### src/rtl/count_seq_ctrl_pkg.sv
// Shared constants and types for the count_seq_ctrl sequencer and its bench.
// The state encoding is fixed so that the state value can be read off a waveform.
package count_seq_ctrl_pkg;

  localparam int WIDTH = 4;

  typedef enum logic [1:0] {
    ST_IDLE = 2'd0,
    ST_LOAD = 2'd1,
    ST_RUN  = 2'd2,
    ST_DONE = 2'd3
  } state_e;

  localparam logic MODE_UP   = 1'b1;
  localparam logic MODE_DOWN = 1'b0;

endpackage

### src/rtl/count_seq_step_timer.sv
// Remaining-step counter for the sequencer: loads the requested step count and
// decrements once per count edge, saturating at zero.
module count_seq_step_timer
  import count_seq_ctrl_pkg::*;
#(
  parameter int STEP_W = WIDTH
) (
  input  logic              clk,
  input  logic              rst,
  input  logic              load_i,
  input  logic [STEP_W-1:0] steps_i,
  input  logic              dec_i,
  output logic [STEP_W-1:0] rem_o,
  output logic              zero_o,
  output logic              last_o
);

  logic [STEP_W-1:0] rem_q, rem_d;

  always_comb begin
    rem_d = rem_q;
    if (load_i)                     rem_d = steps_i;
    else if (dec_i && rem_q != '0)  rem_d = rem_q - 1'b1;
  end

  always_ff @(posedge clk or negedge rst) begin
    if (!rst) rem_q <= '0;
    else      rem_q <= rem_d;
  end

  assign rem_o  = rem_q;
  assign zero_o = (rem_q == '0);
  assign last_o = (rem_q == STEP_W'(1));

endmodule

### src/rtl/count_seq_ctrl.sv
// Command sequencer driving an up/down counter: load a preset, count N steps,
// then hold the result by reloading the counter output and report completion.
module count_seq_ctrl
  import count_seq_ctrl_pkg::*;
#(
  parameter int W = WIDTH
) (
  input  logic         clk,
  input  logic         rst,
  input  logic         cmd_valid,
  output logic         cmd_ready,
  input  logic [W-1:0] cmd_start,
  input  logic         cmd_mode,
  input  logic [W-1:0] cmd_steps,
  input  logic         abort,
  input  logic [W-1:0] ctr_out,
  output logic [W-1:0] ctr_in,
  output logic         ctr_load,
  output logic         ctr_mode,
  output logic         busy,
  output logic         done,
  output logic         wrap
);

  state_e       state_q, state_d;
  logic [W-1:0] start_q, start_d;
  logic         mode_q, mode_d;
  logic         wrap_q, wrap_d;

  logic         accept;
  logic         run_edge;
  logic         rem_zero, rem_last;
  logic [W-1:0] rem;

  assign accept   = (state_q == ST_IDLE) && cmd_valid;
  assign run_edge = (state_q == ST_RUN);

  count_seq_step_timer #(.STEP_W(W)) u_timer (
    .clk     (clk),
    .rst     (rst),
    .load_i  (accept),
    .steps_i (cmd_steps),
    .dec_i   (run_edge),
    .rem_o   (rem),
    .zero_o  (rem_zero),
    .last_o  (rem_last)
  );

  // NOTE: every signal driven here gets a default first, so no path can infer a latch.
  always_comb begin
    state_d = state_q;
    start_d = start_q;
    mode_d  = mode_q;
    wrap_d  = wrap_q;

    unique case (state_q)
      ST_IDLE: begin
        if (cmd_valid) begin
          start_d = cmd_start;
          mode_d  = cmd_mode;
          wrap_d  = 1'b0;
          state_d = ST_LOAD;
        end
      end
      ST_LOAD: state_d = rem_zero ? ST_DONE : ST_RUN;
      ST_RUN: begin
        // ctr_out is the value about to change on this edge.
        if ((mode_q == MODE_UP   && ctr_out == {W{1'b1}}) ||
            (mode_q == MODE_DOWN && ctr_out == '0))
          wrap_d = 1'b1;
        if (abort || rem_last) state_d = ST_DONE;
      end
      ST_DONE: state_d = ST_IDLE;
      default: state_d = ST_IDLE;
    endcase
  end

  always_ff @(posedge clk or negedge rst) begin
    if (!rst) begin
      state_q <= ST_IDLE;
      start_q <= '0;
      mode_q  <= 1'b0;
      wrap_q  <= 1'b0;
    end else begin
      state_q <= state_d;
      start_q <= start_d;
      mode_q  <= mode_d;
      wrap_q  <= wrap_d;
    end
  end

  always_comb begin
    cmd_ready = 1'b0;
    ctr_load  = 1'b1;
    ctr_in    = ctr_out;
    ctr_mode  = 1'b0;
    busy      = 1'b0;
    done      = 1'b0;
    unique case (state_q)
      ST_IDLE: cmd_ready = 1'b1;
      ST_LOAD: begin
        ctr_in = start_q;
        busy   = 1'b1;
      end
      ST_RUN: begin
        ctr_load = 1'b0;
        ctr_mode = mode_q;
        busy     = 1'b1;
      end
      ST_DONE: done = 1'b1;
      default: cmd_ready = 1'b0;
    endcase
  end

  // wrap stays visible from the done pulse until the next accept clears it.
  assign wrap = wrap_q;

endmodule
### config.mk
export PLATFORM = sky130hd
export DESIGN_NAME = count_seq_ctrl
export DESIGN_NICKNAME = d
export VERILOG_FILES = /design/src/rtl/count_seq_ctrl_pkg.sv /design/src/rtl/count_seq_step_timer.sv /design/src/rtl/count_seq_ctrl.sv
export SDC_FILE = /design/constraint.sdc
export NUM_CORES = 1
export LEC_CHECK = 0
export ABC_CLOCK_PERIOD_IN_PS = 1900
export BUFFER_PORTS_ARGS = -buffer_cell sky130_fd_sc_hd__buf_2
export CORE_UTILIZATION = 48
export DETAILED_ROUTE_END_ITERATION = 8
export HOLD_SLACK_MARGIN = 0.02
export PLACE_DENSITY = 0.77
export SETUP_SLACK_MARGIN = 0.02
export SLEW_MARGIN = 5
export SYNTH_ARGS = -nofsm -noshare
export SYNTH_HDL_FRONTEND = slang
export SYNTH_SLANG_ARGS = --single-unit
### constraint.sdc
create_clock -name clk -period 1.9 [get_ports clk]
set_input_delay 0.095 -clock clk [delete_from_list [all_inputs] [get_ports clk]]
set_output_delay 0.095 -clock clk [all_outputs]
set_load 0.02 [all_outputs]
## Yosys cells after proc, flatten, opt, wreduce, memory -nomap -nowiden

Index checks and enable logic that the tools add are counted.

| storage, ports and cells | value |
|---|---|
| register bits | 12 |
| input bits | 17 |
| logic and storage cells | 46 |

| cells by class | value |
|---|---|
| add/sub/neg operators | 1 |
| equal/unequal tests | 8 |
| multiplexer cells | 15 |
| bitwise gates (word level) | 1 |
| reductions and logical operators | 16 |

Operators by type and width:

| cell | count |
|---|---|
| $mux W4 | 3 |
| $logic_not A4 Y1 | 2 |
| $mux W1 | 8 |
| $pmux W2 S4 | 1 |
| $ne A2 B2 Y1 const B | 3 |
| $eq A2 B2 Y1 const B | 2 |
| $eq A4 B1 Y1 const B | 1 |
| $eq A4 B4 Y1 const B | 1 |
| $logic_and A1 B1 Y1 | 4 |
| $mux W2 | 2 |
| $reduce_and A2 Y1 | 2 |
| $reduce_bool A2 Y1 | 2 |
| $reduce_bool A4 Y1 | 1 |
| $sub A4 B1 Y4 const B | 1 |
| $reduce_and A3 Y1 | 1 |
| $eq A2 B1 Y1 const B | 1 |
| $logic_not A2 Y1 | 1 |
| $logic_or A1 B1 Y1 | 2 |
| $pmux W1 S2 | 1 |
| $reduce_or A2 Y1 | 1 |
| $not A1 Y1 | 1 |

## Logic depth before layout (Yosys ltp)

Gate-level depths: netlist of the first run.

| depth | value |
|---|---|
| word-level depth | 5 |
| gate-level depth with buffers | 6 |
| depth with buffers taken out | 5 |

## Hierarchy

From an unflattened synthesis of the first run, not the netlist that was laid out.

| second synthesis, totals | value |
|---|---|
| cell total of the unflattened synthesis | 71 |
| area, all modules | 758.2 um^2 |

Modules (own cells, without submodules):

| module | times used | cells an instance | area each (um^2) |
|---|---|---|---|
| count_seq_ctrl | 1 | 41 | 491.7 |
| count_seq_step_timer | 1 | 30 | 266.5 |

## Worst setup path after synthesis of the first run

Ideal clock, no wire load.

| timing | value |
|---|---|
| path type | reg2reg |
| start point | register state_q[0] |
| end point | register mode_q |
| setup time | 125 ps |
| arrival time | 1,538 ps |
| required time | 1,775 ps |
| path slack | 237 ps |
| cell stages (with the launch flop) | 6 |
| buffers on the path | 1 |
| period minus slack after synthesis | 1,663 ps |
| cells stage by stage | dfrtp_1 > inv_1 > ha_1 > and2_1 > buf_2 > mux2_2 |

| on the way | value |
|---|---|
| word-level cells in the longest chain between the ends | 2 |

Ends and longest elaborated chain:

| item | RTL line | RTL |
|---|---|---|
| from (decl) | count_seq_ctrl.sv:25 | `state_e state_q, state_d;` |
| from (signal assigned) | count_seq_ctrl.sv:85 | `state_q <= state_d;` |
| $logic_not A2 Y1 | count_seq_ctrl.sv:56 | `unique case (state_q)` |
| $reduce_and A2 Y1 (no line) | n/a |  |
| to (signal assigned) | count_seq_ctrl.sv:87 | `mode_q <= mode_d;` |
| to (decl) | count_seq_ctrl.sv:27 | `logic mode_q, mode_d;` |

Every way passes these cells.
A chain may end at the register's enable or synchronous reset.

## Worst setup path in the final report of the first run

| timing | value |
|---|---|
| start point | register state_q[1] |
| end point | output ctr_in[1] |

| on the way | value |
|---|---|
| word-level cells in the longest chain between the ends | 2 |

Ends and longest elaborated chain:

| item | RTL line | RTL |
|---|---|---|
| $eq A2 B1 Y1 | count_seq_ctrl.sv:99 | `unique case (state_q)` |
| $mux W4 | count_seq_ctrl.sv:99 |  |
| to (decl) | count_seq_ctrl.sv:17 | `output logic [W-1:0] ctr_in,` |

Every way passes these cells.

==> results by group, run 1 <==
Synthesis
  – Sequential share of the synthesized area: 0.390
  – Largest family of logic cells by synthesized area: simple AND/OR/NAND/NOR gates
  – Synth Area in Simple Gates: 0.197
  – Post-Syn Area per Cell: 10.5 µm²
  – Yosys Warn Count: 0
  – Cell variety after synth: 30
  – Post-Syn Nets: 96
  – Mux contribution to synthesized area: 0.159
  – #FFs+latches synth: 12
  – Post-synthesis adder-cell area fraction: 0.0976
  – Post-Syn Area: 769 µm²
  – Complex-gate fraction of the synthesized area: 0.114
  – Cells after synthesis: 73
  – Xor/xnor share of the synthesized area: 0

Critical path
  – Stages on worst setup path: 4
  – CP startpoint kind: register
  – CP Buf/Inv Count: 2
  – Crit path max-delay family: flip-flops
  – Req. time, crit path: 1.80 ns
  – Arrival @ worst endpoint: 1.60 ns
  – Crit path max fanout: 5
  – Slowest cell on the critical path: dfrtp_1
  – CP peak stage delay: 0.43 ns
  – Critical path class: reg2out
  – Critical-path cell list: inv_1, ha_1, mux2_2, buf_2
  – Crit end category: primary output
  – R2R depth: 5

Hold path
  – Hold Path Class: in2reg
  – Cell depth of the worst hold path: 2

Clock tree
  – Max Buffers Root-to-Sink: 2
  – H-tree depth: 1
  – Postcts setup bufs: 0
  – Resized cells post-CTS: 0
  – CTS Buf Count: 3
  – Clk root buf: clkbuf_4
  – Clock-pin slew on the worst setup and hold paths: 0.08 ns
  – Clk_lat worst skew: 0.28 ns
  – CTS tree: built
  – TritonCTS Sinks: 12

STA
  – RSZ-0062 raised after global routing: false
  – Rel. slew slack: 0.751
  – Clk_skew: 0.00420 ns
  – Final hold slack: 0.0401 ns
  – Setup TNS: 0 ns
  – Fin. max-slew vios: 0
  – Final min period: 1.69 ns
  – Least-Margin Pin Slew: 0.373 ns
  – Fmax: 592 MHz
  – Fin. Hold Viols: 0
  – Period utilization: 0.890
  – Setup Viol. Count Final: 0

Finish
  – Fillers: 131
  – Final instance area: 0.00100 mm²
  – Share of layout cells above drive strength 1: 0.421
  – Synth-to-layout area growth: 30.1%
  – N_diodes: 0
  – Commonest non-fill, non-tap cell in the layout: buf_2
  – Nets: 131
  – Most frequent cells in the layout: buf_2, dfrtp_1, mux2_2

Drt
  – Routed Antenna Nets: 0
  – Wire length per cell: 12.5 µm
  – DRT Pass-1 Iters: 4
  – DR vias/cell: 5.41
  – Wirelength, routed: 1540 µm
  – DR iter-0 viols: 6
  – Vias: 666
  – DRC Markers: 0

Placement
  – RD Place Congestion: 0.821
  – Port Buffers: 26
  – HPWL Detailed: 1170 µm
  – Placed inst area: 925 µm²

Global route
  – First-pass GRT wire length: 2620 µm
  – GRT Total Usage: 0.198
  – Largest net degree at the start of global routing: 13
  – Vias in the first global route: 625
  – Initial antenna violation count: 0
  – Global route total overflow: 0

Pwr
  – Max VDD drop: 0.00121 V
  – Leak pwr: 0.484 nW
  – PwrDens: 1630 mW/mm²

Die
  – Initial core utilization: 0.511
  – Core footprint: 0.00151 mm²
  – Rows: 14
  – Die H: 42.0 µm
  – DIE AREA: 0.00177 mm²
  – I/O pins: 27
  – Die Width: 42.0 µm

Status
  – Status: finished, final reports clean

Flow run
  – Max-cap viol count: 0
[kinds of logic after synthesis]
kind of cell | Yosys count
muxes | 11
DFF | 12
AOI/OAI and AO/OA | 11
buffers and inverters | 8
adders and majority gates | 6
and+or+nand+nor | 25
[cells in the mapped netlist, drive strengths merged]
library cell,instances,share of area
o311a,1,0.013
o311ai,1,0.011
o32ai,1,0.011
a2bb2oi,1,0.011
nand4,2,0.016
nor2,2,0.0098
a211o,1,0.011
a22oi,1,0.0098
nor3b,1,0.0098
buf,2,0.013
dfrtp,12,0.39
and3,1,0.015
nand2,7,0.034
a211oi,1,0.0098
nor2b,1,0.0081
and4,1,0.011
and2,2,0.016
nand2b,1,0.0081
mux2,10,0.15
a21oi,3,0.020
nor4b,1,0.011
nor4,1,0.0081
inv,6,0.029
mux2i,1,0.013
o31ai,1,0.016
nand4bb,1,0.015
ha,6,0.098
nand3,2,0.013
or3b,1,0.015
nor3,1,0.0065
[power by group]
group	switching [W]	total (W)	internal, W
registers	0.000120	0.000507	0.000387
logic	0.000472	0.000910	0.000439
clock network	0.0000974	0.000214	0.000117
[what timing repair did]
item	4_1_cts	5_1_grt
hold endpoints to repair	15	0
setup endpoints to repair	0	0
hold buffers	4	0
[worst paths after layout]
path,from,endpoint,slack (ns)
max in group asynchronous,rst,start_q[2],1.48
worst max register to register,state_q[0],state_q[1],0.23
min in group asynchronous,rst,u_timer.rem_o[2],0.20
worst max-delay path,state_q[1],ctr_in[1],0.21
worst min-delay path,cmd_start[1],start_q[1],0.04
worst min register to register,start_q[0],start_q[0],0.51
[cell type report]
class / instances / area, µm² / area share
multi-input cells: 53 / 437 / 0.436
well taps: 16 / 20.0 / 0.0200
clock buffers: 4 / 36.3 / 0.0363
inverters: 6 / 22.5 / 0.0225
flip-flops and latches: 12 / 300 / 0.300
repair buffers: 32 / 185 / 0.185
[through the flow]
step	cells	setup WS, ns	power (W)	util
final	123	0.210	0.00163	0.664
after global routing	123	0.125	0.00176	0.664
after detailed placement	115	0.240	0.00142	0.614
after CTS	123	0.187	0.00165	0.664
after floorplan	73	0.237	0.00119	-
after global placement	115	0.292	0.00140	0.614
[registers in the layout, summed over array words and instances (netlist names)]
| register | cells |
|---|---|
| start_q | 4 |
| u_timer.rem_o | 4 |
| state_q | 2 |
| mode_q | 1 |
| wrap | 1 |
[metal layers]
| layer | vias to the layer above | track usage | routed length [µm] |
|---|---|---|---|
| li1 | 338 | - | - |
| met1 | 305 | 0.251 | 713 |
| met2 | 19 | 0.316 | 729 |
| met3 | 4 | 0.0388 | 69 |
| met4 | 0 | 0.113 | 25 |
| met5 | - | 0 | 0 |
Power figures use the tool's default switching activity.
==> run 2, diff against run 1 <==
--- a/config.mk
+++ b/config.mk
@@ -5,6 +5,7 @@
 export SDC_FILE = /design/constraint.sdc
 export NUM_CORES = 1
 export LEC_CHECK = 0
+export ABC_AREA = 1
 export ABC_CLOCK_PERIOD_IN_PS = 1900
 export BUFFER_PORTS_ARGS = -buffer_cell sky130_fd_sc_hd__buf_2
 export CORE_UTILIZATION = 48
==> run 2 against run 1 <==
Clock skew rose by 0.0073 ns; combinational power grew 9.0%; final cell count increased by 29%; setup slack got worse by 0.067 ns; first-iteration DRC count up 17%; non-clock buffer count fell by 1; sequential power is 6.9% lower; clock power is 2% lower; die area is 1.8% higher; largest power group unchanged.
==> results by group, run 2 <==
Clock tree
  – Clock-pin slew on the worst setup and hold paths: 0.08 ns (about the same)
  – Clk_lat worst skew: 0.28 ns (about the same)
  – TritonCTS Sinks: 12 (unchanged)
  – Postcts setup bufs: 0 (unchanged)
  – CTS Buf Count: 3 (unchanged)
  – H-tree depth: 1 (unchanged)
  – Clk root buf: clkbuf_4 (unchanged)
  – Max Buffers Root-to-Sink: 2 (unchanged)
  – CTS tree: built (unchanged)

Finish
  – Most frequent cells in the layout: nand2_1, buf_2, inv_1 (was buf_2, dfrtp_1, mux2_2)
  – Nets: 167 (was 131)
  – Synth-to-layout area growth: 28.7% (was 30.1%)
  – Commonest non-fill, non-tap cell in the layout: nand2_1 (was buf_2)
  – Share of layout cells above drive strength 1: 0.266 (was 0.421)
  – N_diodes: 0 (unchanged)
  – Final core occ: 0.663 (was 0.664)

Global route
  – Initial antenna violation count: 0 (unchanged)
  – First-pass GRT wire length: 3130 µm (was 2620 µm)
  – Vias in the first global route: 750 (was 625)
  – Largest net degree at the start of global routing: 13 (unchanged)
  – GRT Total Usage: 0.233 (was 0.198)
  – Global route total overflow: 0 (unchanged)

Hold path
  – Cell depth of the worst hold path: 3 (was 2)
  – Hold path startpoint: cmd_steps[3] (was cmd_start[1])
  – Hold Path Class: in2reg (unchanged)
  – Worst Hold Path EP: u_timer.rem_o[3] (was start_q[1])

Drt
  – Wirelength, routed: 1730 µm (was 1540 µm)
  – Vias: 794 (was 666)
  – Routed Antenna Nets: 0 (unchanged)
  – DR iter-0 viols: 7 (was 6)
  – DRT Pass-1 Iters: 4 (unchanged)
  – Wire length per cell: 10.9 µm (was 12.5 µm)
  – DRC Markers: 0 (unchanged)
  – DR vias/cell: 4.99 (was 5.41)

Critical path
  – R2R Path End: u_timer.rem_o[1] (was state_q[1])
  – CP startpoint kind: register (unchanged)
  – CP peak stage delay: 0.42 ns (was 0.43 ns)
  – R2R depth: 7 (was 5)
  – Slowest cell on the critical path: dfrtp_1 (unchanged)
  – Crit path max fanout: 7 (was 5)
  – Critical path class: reg2out (unchanged)
  – Arrival @ worst endpoint: 1.66 ns (was 1.60 ns)
  – R2R setup slack: 0.39 ns (was 0.23 ns)
  – Crit end category: primary output (unchanged)
  – Req. time, crit path: 1.80 ns (about the same)
  – Reg2reg start: state_q[0] (unchanged)
  – Critical-path cell list: inv_1, ha_1, mux2_2, buf_2 (unchanged)

Die
  – I/O pins: 27 (unchanged)
  – Die H: 42.4 µm (was 42.0 µm)
  – DIE AREA: 0.00180 mm² (was 0.00177 mm²)
  – Core footprint: 0.00152 mm² (was 0.00151 mm²)
  – Rows: 14 (unchanged)
  – Initial core utilization: 0.515 (was 0.511)
  – Die Width: 42.4 µm (was 42.0 µm)

STA
  – Final min period: 1.76 ns (was 1.69 ns)
  – Setup TNS: 0 ns (unchanged)
  – RSZ-0062 raised after global routing: false (unchanged)
  – Least-Margin Pin Slew: 0.282 ns (was 0.373 ns)
  – Fin. Hold Viols: 0 (unchanged)
  – Fin. max-slew vios: 0 (unchanged)
  – Clk_skew: 0.0115 ns (was 0.00420 ns)
  – Setup Viol. Count Final: 0 (unchanged)
  – Rel. slew slack: 0.812 (was 0.751)
  – Fmax: 569 MHz (was 592 MHz)
  – Period utilization: 0.925 (was 0.890)

Synthesis
  – #FFs+latches synth: 12 (unchanged)
  – Post-synth ARST share: 1.00 (unchanged)
  – Sequential share of the synthesized area: 0.383 (was 0.390)
  – Synth top area share: 0.383 (was 0.390)
  – Yosys Warn Count: 0 (unchanged)
  – Main synth FF type: dfrtp_1 (unchanged)
  – Post-Syn Area per Cell: 7.20 µm² (was 10.5 µm²)
  – Largest cells by area after synthesis: dfrtp_1, nand2_1, ha_1 (was dfrtp_1, mux2_2, ha_1)
  – Cell variety after synth: 16 (was 30)
  – Top cells by instance count after synthesis: nand2_1, inv_1, dfrtp_1, nand3_1 (was dfrtp_1, mux2_2, nand2_1, ha_1, inv_1)
  – Most frequent cell after synthesis: nand2_1 (was dfrtp_1)
  – Post-Syn Nets: 132 (was 96)
  – EDFF count, synth: 0 (unchanged)
  – Post-Syn Area: 785 µm² (was 769 µm²)
  – Cells after synthesis: 109 (was 73)
  – Cell taking the most area after synthesis: dfrtp_1 (unchanged)

Pwr
  – Gate power share: 0.593 (was 0.558)
  – Max VDD drop: 0.000851 V (was 0.00121 V)
  – Sw Pwr: 0.000816 W (was 0.000689 W)
  – Int Power: 0.000856 W (was 0.000943 W)
  – Clk network pwr share: 0.125 (was 0.131)
  – Leak pwr: 0.590 nW (was 0.484 nW)
  – Tot Pwr: 0.00167 W (was 0.00163 W)
  – PwrDens: 1660 mW/mm² (was 1630 mW/mm²)
  – Sequential fraction of design power: 0.282 (was 0.311)
  – Sw frac: 0.488 (was 0.422)

Placement
  – RD Place Congestion: 0.838 (was 0.821)
  – HPWL Detailed: 1290 µm (was 1170 µm)
  – Port Buffers: 26 (unchanged)

Status
  – Status: finished, final reports clean (unchanged)

Flow run
  – Max-cap viol count: 0 (unchanged)
run 2: cell types whose count changed in the layout (fill, tap and decap cells not counted), moves of 2 or more:
cell,change
nand4_1,-2
o21ai_0,+6
a21oi_1,-2
mux2_2,-8
nand2_1,+37
nand3_1,+6
inv_1,+7
nand2_2,+3
buf_4,-2
nor2_1,+4
and2_1,-2
o21ai_1,+3
run 2: kinds of logic after synthesis:
logic type / after synthesis / synth area share
multiplexers: 2 / 0.0287
AND/OR/NAND/NOR: 63 / 0.337
AO/OA/AOI/OAI: 11 / 0.0734
buffers and inverters: 15 / 0.0829
adder cells (fa/ha/maj): 6 / 0.0957
flip-flops: 12 / 0.383
run 2: area by class of cell:
type,instances,area (µm²)
Multi-Input combinational cell,82,419
Inverter,14,53.8
Sequential cell,12,300
Fill cell,147,514
Tap cell,16,20.0
Clock buffer,4,36.3
Timing Repair Buffer,31,180
run 2: worst max-delay path by stage:
stage | from | to | slack [ns] | cells past startpoint
2_1_floorplan | state_q[0] | u_timer.rem_o[3] | 0.47 | 8
3_3_place_gp | state_q[0] | u_timer.rem_o[1] | 0.50 | 8
3_5_place_dp | state_q[0] | u_timer.rem_o[1] | 0.41 | 7
4_1_cts | state_q[1] | ctr_in[0] | 0.15 | 4
5_1_grt | state_q[1] | ctr_in[1] | 0.05 | 4
6_report | state_q[1] | ctr_in[1] | 0.14 | 4
run 2: layer usage:
| layer | vias up | GRT usage | share of wire |
|---|---|---|---|
| li1 | 410 | - | - |
| met1 | 353 | 0.288 | 0.44 |
| met2 | 24 | 0.375 | 0.49 |
| met3 | 7 | 0.0647 | 0.044 |
| met4 | 0 | 0.106 | 0.025 |
| met5 | - | 0 | 0 |
run 2: metrics by stage:
| stage | hold WS (ns) | cell area [µm²] | instances | setup WS, ns |
|---|---|---|---|---|
| after global placement | -0.0165 | 923 | 150 | 0.504 |
| after floorplan | -0.201 | 785 | 109 | 0.473 |
| after CTS | 0.0225 | 1010 | 159 | 0.155 |
| after global routing | 0.0469 | 1010 | 159 | 0.0492 |
| final | 0.0205 | 1010 | 159 | 0.143 |
| after detailed placement | -0.0116 | 923 | 150 | 0.408 |
run 2: power groups by stage:
stage	Combinational [W]	Sequential, W	Clock (W)
6_report	0.000992	0.000472	0.000209
5_1_grt	0.00113	0.000491	0.000228
4_1_cts	0.000992	0.000471	0.000214
3_5_place_dp	0.000975	0.000476	0
3_3_place_gp	0.000954	0.000468	0
2_1_floorplan	0.000742	0.000467	0
run 2: timing repair:
item | 4_1_cts | 5_1_grt
hold buffers | 5 | 0
endpoints found under the hold margin | 16 | 0
gates resized for setup | 0 | 0
run 2: critical path, delay by kind of cell (launching register included):
kind       cells  cell delay [ns]
fa+ha+maj      1             0.31
mux            1             0.37
buf+inv        2             0.28
flops          1             0.42
==> run 3, diff against run 2 <==
--- a/config.mk
+++ b/config.mk
@@ -11,7 +11,9 @@
 export CORE_UTILIZATION = 48
 export DETAILED_ROUTE_END_ITERATION = 8
 export HOLD_SLACK_MARGIN = 0.02
+export MAX_ROUTING_LAYER = met4
 export PLACE_DENSITY = 0.77
+export RECOVER_POWER = 100
 export SETUP_SLACK_MARGIN = 0.02
 export SLEW_MARGIN = 5
 export SYNTH_ARGS = -nofsm -noshare
==> run 3 against run 2 <==
Clock skew about the same; maximum frequency grew 0.67%; final cell count unchanged; critical path type unchanged; largest power group unchanged.
==> results by group, run 3 (same netlist as run 2, synthesis figures left out) <==
Global route
  – Largest net degree at the start of global routing: 13 (unchanged)
  – Global route total overflow: 0 (unchanged)
  – Vias in the first global route: 750 (unchanged)
  – GR Util met2: 0.375 (unchanged)
  – Busiest layer in global routing: met2 (unchanged)
  – Met3 Usage GRT: 0.0647 (unchanged)
  – First-pass GRT wire length: 3140 µm (was 3130 µm)
  – GRT Total Usage: 0.240 (was 0.233)
  – Initial antenna violation count: 0 (unchanged)
  – Routing usage on met1: 0.288 (unchanged)

Die
  – I/O pins: 27 (unchanged)
  – DIE AREA: 0.00180 mm² (unchanged)
  – Rows: 14 (unchanged)
  – Die Width: 42.4 µm (unchanged)
  – Core footprint: 0.00152 mm² (unchanged)
  – Initial core utilization: 0.515 (unchanged)
  – Die H: 42.4 µm (unchanged)

Drt
  – Wirelength, routed: 1750 µm (was 1730 µm)
  – DRT Pass-1 Iters: 4 (unchanged)
  – Routed Antenna Nets: 0 (unchanged)
  – Vias: 795 (was 794)
  – Wire length per cell: 11.0 µm (was 10.9 µm)
  – DRC Markers: 0 (unchanged)
  – DR iter-0 viols: 12 (was 7)
  – DR vias/cell: 5.00 (was 4.99)

Clock tree
  – Resized cells post-CTS: 0 (unchanged)
  – CTS Buf Count: 3 (unchanged)
  – # hold bufs at CTS: 5 (unchanged)
  – TritonCTS Sinks: 12 (unchanged)
  – Max Buffers Root-to-Sink: 2 (unchanged)
  – Clock-pin slew on the worst setup and hold paths: 0.08 ns (about the same)
  – Postcts setup bufs: 0 (unchanged)
  – Clk_lat worst skew: 0.28 ns (about the same)
  – CTS tree: built (unchanged)
  – H-tree depth: 1 (unchanged)
  – Clk root buf: clkbuf_4 (unchanged)

Placement
  – Port Buffers: 26 (unchanged)
  – RD Place Congestion: 0.851 (was 0.838)
  – HPWL Detailed: 1290 µm (unchanged)

Pwr
  – Tot Pwr: 0.00165 W (was 0.00167 W)
  – Leak pwr: 0.561 nW (was 0.590 nW)
  – PwrDens: 1650 mW/mm² (was 1660 mW/mm²)
  – Max VDD drop: 0.000843 V (was 0.000851 V)

Finish
  – Commonest non-fill, non-tap cell in the layout: nand2_1 (unchanged)
  – Nets: 167 (unchanged)
  – N_diodes: 0 (unchanged)
  – Share of layout cells above drive strength 1: 0.196 (was 0.266)
  – Synth-to-layout area growth: 27.0% (was 28.7%)
  – Most frequent cells in the layout: nand2_1, buf_2, inv_1 (unchanged)
  – Fillers: 151 (was 147)

Critical path
  – Crit end category: primary output (unchanged)
  – R2R depth: 8 (was 7)
  – CP startpoint kind: register (unchanged)
  – R2R setup slack: 0.37 ns (was 0.39 ns)
  – Arrival @ worst endpoint: 1.65 ns (was 1.66 ns)
  – Crit path max fanout: 7 (unchanged)
  – Req. time, crit path: 1.80 ns (about the same)
  – Critical Path Source: state_q[1] (unchanged)
  – Reg2reg start: state_q[0] (unchanged)
  – R2R Path End: u_timer.rem_o[2] (was u_timer.rem_o[1])
  – Critical path class: reg2out (unchanged)

Hold path
  – Cell depth of the worst hold path: 3 (unchanged)
  – Hold Path Class: in2reg (unchanged)
  – Worst Hold Path EP: u_timer.rem_o[3] (unchanged)
  – Hold path startpoint: cmd_steps[3] (unchanged)

STA
  – Period utilization: 0.919 (was 0.925)
  – Setup TNS: 0 ns (unchanged)
  – RSZ-0062 raised after global routing: false (unchanged)
  – Final min period: 1.75 ns (was 1.76 ns)
  – Fin. max-slew vios: 0 (unchanged)
  – Clk_skew: 0.0114 ns (was 0.0115 ns)
  – Setup Viol. Count Final: 0 (unchanged)
  – Fin. Hold Viols: 0 (unchanged)
  – Rel. slew slack: 0.553 (was 0.812)
  – Fmax: 573 MHz (was 569 MHz)
  – Least-Margin Pin Slew: 0.671 ns (was 0.282 ns)

Status
  – Status: finished, final reports clean (unchanged)

Flow run
  – Max-cap viol count: 0 (unchanged)
==> run 3: worst max-delay path by stage <==
| stage | to | slack [ns] | cells past startpoint |
|---|---|---|---|
| 2_1_floorplan | u_timer.rem_o[3] | 0.47 | 8 |
| 3_3_place_gp | u_timer.rem_o[1] | 0.50 | 8 |
| 3_5_place_dp | u_timer.rem_o[1] | 0.41 | 7 |
| 4_1_cts | ctr_in[0] | 0.15 | 4 |
| 5_1_grt | ctr_in[1] | 0.05 | 4 |
| 6_report | ctr_in[1] | 0.15 | 4 |
==> run 3: power breakdown <==
part	internal [W]	switching, W	total (W)
logic	0.000328	0.000636	0.000964
clock network	0.000117	0.0000918	0.000209
registers	0.000384	0.0000892	0.000474
==> run 3: stage by stage <==
stage	utilization	area (µm²)	setup WS, ns	instances	hold WS, ns
after floorplan	-	785	0.473	109	-0.201
after global placement	0.606	923	0.504	150	-0.0165
after detailed placement	0.606	923	0.408	150	-0.0116
after CTS	0.663	1010	0.155	159	0.0225
after global routing	0.654	996	0.0479	159	0.0469
final	0.654	996	0.154	159	0.0200
==> run 3: layout make-up <==
class / count / area [µm²] / area share
Clock buffer: 4 / 36.3 / 0.0364
Timing Repair Buffer: 31 / 169 / 0.170
Sequential cell: 12 / 300 / 0.302
Tap cell: 16 / 20.0 / 0.0201
Inverter: 14 / 53.8 / 0.0540
Multi-Input combinational cell: 82 / 417 / 0.418
==> run 3: layer usage <==
metal / up-vias / share of wire
li1: 408 / -
met5: - / 0
met4: 0 / 0.027
met1: 358 / 0.43
met3: 7 / 0.040
met2: 22 / 0.50
==> run 3: worst max-delay path, cell delays in order (launching register included) <==
cell      delay (ns)
dfrtp_1         0.42
inv_1           0.12
ha_1            0.31
mux2_2          0.37
clkbuf_2        0.16
